===== src/rtl/rv32i_types_pkg.sv =====
// Shared RV32I types used by the front end: machine word, fetch-buffer entry
// and the canonical NOP encoding.
package rv32i_types_pkg;

    typedef logic [31:0] word_t;

    typedef struct packed {
        word_t instr;
        word_t pc;
        logic  fault;
    } fb_entry_t;

    // addi x0, x0, 0
    localparam word_t RV32_NOP = 32'h0000_0013;

    function automatic fb_entry_t pack_entry(input word_t instr, input word_t pc, input logic fault);
        fb_entry_t e;
        e.instr = instr;
        e.pc    = pc;
        e.fault = fault;
        return e;
    endfunction

endpackage


===== src/rtl/fetch_buffer.sv =====
// Instruction queue between fetch and decode: circular buffer of fetched
// words with PC and fault flag, single-cycle flush on redirect.
module fetch_buffer
    import rv32i_types_pkg::*;
#(
    parameter int unsigned DEPTH = 4,
    parameter logic [31:0] NOP   = RV32_NOP
) (
    input  logic                   CLK,
    input  logic                   RST,
    input  logic                   flush,
    input  logic                   enq_valid,
    output logic                   enq_ready,
    input  logic [31:0]            enq_instr,
    input  logic [31:0]            enq_pc,
    input  logic                   enq_fault,
    output logic                   deq_valid,
    input  logic                   deq_ready,
    output logic [31:0]            deq_instr,
    output logic [31:0]            deq_pc,
    output logic                   deq_fault,
    output logic [$clog2(DEPTH):0] count
);

    localparam int unsigned PW = $clog2(DEPTH) + 1;
    localparam int unsigned IW = PW - 1;

    logic [PW-1:0] rd_ptr_r;
    logic [PW-1:0] wr_ptr_r;
    fb_entry_t     mem_r [DEPTH];

    logic          empty_s;
    logic          full_s;
    logic          enq_fire_s;
    logic          deq_fire_s;
    fb_entry_t     head_s;

    // Occupancy flags and handshakes; the extra wrap bit separates full from empty.
    always_comb begin
        empty_s    = (rd_ptr_r == wr_ptr_r);
        full_s     = (rd_ptr_r[IW-1:0] == wr_ptr_r[IW-1:0]) &&
                     (rd_ptr_r[PW-1] != wr_ptr_r[PW-1]);
        enq_ready  = !full_s && !RST;
        deq_valid  = !empty_s;
        enq_fire_s = enq_valid && enq_ready;
        deq_fire_s = deq_valid && deq_ready;
        count      = wr_ptr_r - rd_ptr_r;
    end

    // Head entry to decode; an empty queue shows a NOP regardless of stale storage.
    always_comb begin
        head_s = mem_r[rd_ptr_r[IW-1:0]];
        if (empty_s) begin
            deq_instr = NOP;
            deq_pc    = 32'h0000_0000;
            deq_fault = 1'b0;
        end else begin
            deq_instr = head_s.instr;
            deq_pc    = head_s.pc;
            deq_fault = head_s.fault;
        end
    end

    // Read/write pointers; flush overrides any handshake in the same cycle.
    always_ff @(posedge CLK or posedge RST) begin
        if (RST) begin
            rd_ptr_r <= {PW{1'b0}};
            wr_ptr_r <= {PW{1'b0}};
        end else if (flush) begin
            rd_ptr_r <= {PW{1'b0}};
            wr_ptr_r <= {PW{1'b0}};
        end else begin
            if (enq_fire_s) begin
                wr_ptr_r <= wr_ptr_r + PW'(1);
            end
            if (deq_fire_s) begin
                rd_ptr_r <= rd_ptr_r + PW'(1);
            end
        end
    end

    // Entry storage is deliberately not reset; pointers alone define validity.
    always_ff @(posedge CLK) begin
        if (enq_fire_s && !flush) begin
            mem_r[wr_ptr_r[IW-1:0]] <= pack_entry(enq_instr, enq_pc, enq_fault);
        end
    end

endmodule

===== config.mk =====
export PLATFORM = sky130hd
export DESIGN_NAME = fetch_buffer
export DESIGN_NICKNAME = d
export VERILOG_FILES = /design/src/rtl/rv32i_types_pkg.sv /design/src/rtl/fetch_buffer.sv
export SDC_FILE = /design/constraint.sdc
export NUM_CORES = 1
export LEC_CHECK = 0
export CAP_MARGIN = 25
export CORE_MARGIN = 2
export CORE_UTILIZATION = 59
export DETAILED_ROUTE_END_ITERATION = 12
export HOLD_SLACK_MARGIN = 0.12
export MAX_ROUTING_LAYER = met4
export PLACE_DENSITY = 0.83
export SYNTH_ARGS = -nofsm -noshare
export SYNTH_HDL_FRONTEND = slang
export SYNTH_SLANG_ARGS = --single-unit

===== constraint.sdc =====
create_clock -name CLK -period 7.5 [get_ports CLK]
set_input_delay 1.875 -clock CLK [delete_from_list [all_inputs] [get_ports CLK]]
set_output_delay 1.875 -clock CLK [all_outputs]
set_load 0.05 [all_outputs]

# Word level (Yosys, flattened, before mapping)
# Memories as Yosys holds them, arrays and structs flattened.
# Cells that the tools add are included.
# word_totals
ff_bits,6
ramBits,260
in_bits,70
output_inout_bits,70
elab_cells,29
mem_count,1
# memory_table
name,words,word_bits,rd,rd_ports_with_merged_regs,wr,line_no,rtl
mem_r,4,65,1,0,1,fetch_buffer.sv:30,fb_entry_t mem_r [DEPTH];
# op_classes
addsub,3
n_eq_ne,3
n_mux,9
reduce_logical,11
# ops
cell,n
$mux W32,2
$mux W3,4
$add A3 B1 Y3 const B,2
$logic_and A1 B1 Y1,5
$logic_not A1 Y1,4
$reduce_bool A2 Y1,2
$eq A3 B3 Y1,1
$mux W1,3
$sub A3 B3 Y3,1
$eq A2 B2 Y1,1
$ne A1 B1 Y1,1

# Depth between registers and ports, before layout
# depth
depth_word,8
depth_mapped,9
ltp_nobuf,5

# Worst setup path after synthesis
# OpenSTA, ideal clock, no wires.
# synth_path
path_type,input to output
start,input port RST
end,output port enq_ready
arrival_time_ns,2.681
required_time_ns,5.625
path_slack_ns,2.944
path_stages,1
n_path_buf,0
path_cell_list,a31oi_1
# synth_between
elab_chain_cells,2
# synth_rtl
item,line_no,rtl
start: declaration,fetch_buffer.sv:10,"input logic RST,"
$logic_not A1 Y1 (no line),--,
$logic_and A1 B1 Y1,fetch_buffer.sv:43,enq_ready = !full_s && !RST;
end: declaration,fetch_buffer.sv:13,"output logic enq_ready,"
# Every way passes these cells.

# Final worst setup path
# layout_path
start,register rd_ptr_r[0]
end,output port deq_pc[24]
# layout_between
elab_chain_cells,2
elab_cells_between_ends,3
classes_between,eq/ne (1); mux (1); memory (1)
# layout_rtl
item,line_no,rtl
start: declaration,fetch_buffer.sv:28,logic [PW-1:0] rd_ptr_r;
start signal: assignment,fetch_buffer.sv:67,rd_ptr_r <= {PW{1'b0}};
start signal: assignment,fetch_buffer.sv:70,rd_ptr_r <= {PW{1'b0}};
start signal: assignment,fetch_buffer.sv:77,rd_ptr_r <= rd_ptr_r + PW'(1);
$mem_v2 Z4 W65 or $eq A3 B3 Y1 (tied branches),--,
$mux W32 *,fetch_buffer.sv:53,if (empty_s) begin
end: declaration,fetch_buffer.sv:20,"output logic [31:0] deq_pc,"
# Every way passes the cells marked *; elsewhere a longest branch is shown, timed or not.

==> metrics.csv <==
metric,value,unit
RSZ-0062 raised after global routing,false,
Syn Nets,546,
final worst-path cycle share,0.7571,
DR WL/cell,22.13,microns
fraction of registers with async set or reset after synthesis,0.02256,
GR Util met2,0.3502,
most frequent cell after synthesis,edfxtp_1,
vias in the first global route,5462,
Layout Skew,0.008552,ns
Worst setup SP type,flop,
Clock Path Buffers,3,
worst min-delay path startpoint,rd_ptr_r[1]$_DFFE_PP0P_,
number of clock sinks,266,
Worst EP required,5.62,ns
"Distinct cells, synth",31,
First-pass DRT Iterations,5,
Synth warnings,0,
CTS tree,yes,
power share of the sequential group,0.453,
Synth top cells by count,"edfxtp_1 (260), mux4_2 (65), nor2b_1 (43)",
CTS Hold Bufs,0,
fin. max-slew vios,0,
io pins,140,
post-synthesis sequential area ratio,0.7539,
row cnt,48,
critical path start-end classification,reg -> out,
Total Routing Usage GR,0.2151,
Initial Utilization,0.6060,
P_int,2.646,mW
Final Hold Vio Count,0,
Detail Placement HPWL,10720,microns
CP Data Arrival Time,3.80,ns
cts bufs inserted,26,
layout cells sized above 1,0.2154,
final setup fails,0,
switching pwr,1.050,mW
post-synth top area share,0.7397,
total gr overflow,0,
post-synthesis cell count,468,
clock power share,0.310,
status,"complete, no violations",
clk_lat worst skew,0.51,ns
predominant post-synthesis flop cell,edfxtp_1,
"Avg Cell Area, Syn",22.55,sq um
Logic pwr share,0.237,
# H-tree levels,1,
antenna violations before repair,1,
Core Footprint,17420,sq um
power density over cell area,285.6,nW/um^2
clock slew at reported path FFs,0.06,ns
Sw Share,0.2841,
max-cap violations,0,
Max IR drop VDD,0.2326,mV
GR peak layer,met2,
Final #Nets,697,
met3 Resource Use GR,0.03826,
Vias,5005,
chip width,137.8,microns
FMAX,0.1761,GHz
R2R cell count,4,
Global Route met1 Usage,0.2891,
DR DRC count,0,
average vias per placed instance,5.806,
"area leader, netlist",edfxtp_1,
CP Capture Type,output pin,
CTS root buffer,clkbuf_16,
hold-critical path depth,2,
R2R Setup Slk,4.58,ns
P&R area growth vs syn,22.62,%
DRT antenna net count,0,
Least-Margin Pin Slew,0.9973,ns
min-delay worst type,reg -> reg,
Hold EP,rd_ptr_r[1]$_DFFE_PP0P_,
Post-synth EDFFs,260,
#FFs+latches synth,266,
Resized Gates After CTS,0,
crit-path max FO,28,
global placer's final weighted congestion,0.7555,
full die area,18980,sq um
Slew HR,0.3351,
port buffer count,139,
final design utilization,0.7431,
Syn Std Cell Area,10560,sq um
Crit Reg-Reg Startpoint,rd_ptr_r[0]$_DFFE_PP0P_,
final wirelength,19080,microns
first-pass GRT wire length,29490,microns
largest net degree at the start of global routing,68,
number of DRC markers in iteration 0,284,
setup bufs post-CTS,0,
Fin Setup TNS,0,ns
total leakage power,4.144,nW
Final min period,5.678,ns
Synth area leaders,"edfxtp_1 (74%), mux4_2 (14%), nor2b_4 (2.9%), nor2b_1 (2.5%), dfrtp_1 (1.4%)",
R2R Path End,mem_r[0][22]$_DFFE_PP_,
die height,137.8,microns
cell families (layout without fill, tap and decap cells):
kind of cell,after synthesis,after routing,share of synthesized area
flops,266,266,0.7539
simple gates,82,82,0.06271
mux,68,68,0.1419
buf+inv,31,199,0.02074
compound gates,10,10,0.007349
fa+ha+maj,8,8,0.01019
xor+xnor,3,3,0.003201
other cells,0,1,0
cell type report:
cell class,instances,area [sq um]
flip-flops and latches,266,7965
fillers,1001,4474
multi-input cells,171,2406
repair buffers,146,1509
clock buffers,34,701.9
well taps,225,281.5
clock inverters,11,46.29
inverters,8,30.03
diodes,1,2.502
power by group through the flow:
stage | Combinational, mW | Sequential (mW) | Clock, mW
2_1_floorplan | 0.633 | 1.69 | 0
3_3_place_gp | 0.868 | 1.70 | 0
3_5_place_dp | 0.879 | 1.71 | 0
4_1_cts | 0.886 | 1.67 | 1.17
5_1_grt | 0.918 | 1.68 | 1.23
6_report | 0.875 | 1.67 | 1.15
metal layers:
metal  up-vias  share of wire
li1       2196              -
met1      2577           0.40
met2       195           0.50
met3        37          0.079
met4         0          0.021
met5         -              0
sequential cells by signal (all words and copies together) (netlist names):
register / count
mem_r: 260
rd_ptr_r: 3
wr_ptr_r: 3
worst max-delay path, cell delays in order (launching register included):
cell and delay [ns]:
dfrtp_4 0.67, ha_1 0.40, nand2_1 0.20, nor2_4 0.70, buf_4 0.46, nor2b_1 0.11
clkdlybuf4s50_1 0.74
worst max-delay path by stage:
stage               slack (ns)               startpoint    endpoint
global placement          2.32                      RST   enq_ready
detailed placement        2.30  rd_ptr_r[0]$_DFFE_PP0P_  deq_pc[22]
CTS                       1.71  rd_ptr_r[0]$_DFFE_PP0P_  deq_pc[24]
floorplan                 2.94                      RST   enq_ready
global route              1.58  rd_ptr_r[0]$_DFFE_PP0P_  deq_pc[24]
finish                    1.82  rd_ptr_r[0]$_DFFE_PP0P_  deq_pc[24]
through the flow:
| step | instance area [sq um] | setup WS (ns) | hold slack [ns] | power [mW] | instances |
|---|---|---|---|---|---|
| after floorplan | 10560 | 2.944 | 0.6445 | 2.324 | 468 |
| after global placement | 12120 | 2.315 | 0.6557 | 2.572 | 813 |
| after detailed placement | 12120 | 2.301 | 0.6552 | 2.585 | 813 |
| after CTS | 12860 | 1.713 | 0.6693 | 3.732 | 858 |
| after global routing | 12940 | 1.579 | 0.7121 | 3.827 | 862 |
| final | 12940 | 1.822 | 0.6710 | 3.696 | 862 |
placed cells by master, fill, tap and decap left out, types with 3 or more instances in the layout:
| cell type | n |
|---|---|
| nor2b_1 | 43 |
| inv_1 | 8 |
| clkinv_1 | 7 |
| clkbuf_16 | 27 |
| clkdlybuf4s50_1 | 139 |
| clkbuf_1 | 7 |
| dfrtp_1 | 4 |
| o2111ai_1 | 3 |
| buf_4 | 3 |
| or2_1 | 3 |
| edfxtp_1 | 260 |
| ha_1 | 7 |
| mux4_2 | 65 |
| mux2_2 | 3 |
| clkinv_2 | 4 |
| nor2_1 | 5 |
| and3_4 | 4 |
| nor2b_4 | 22 |
Power figures use the tool's default switching activity.
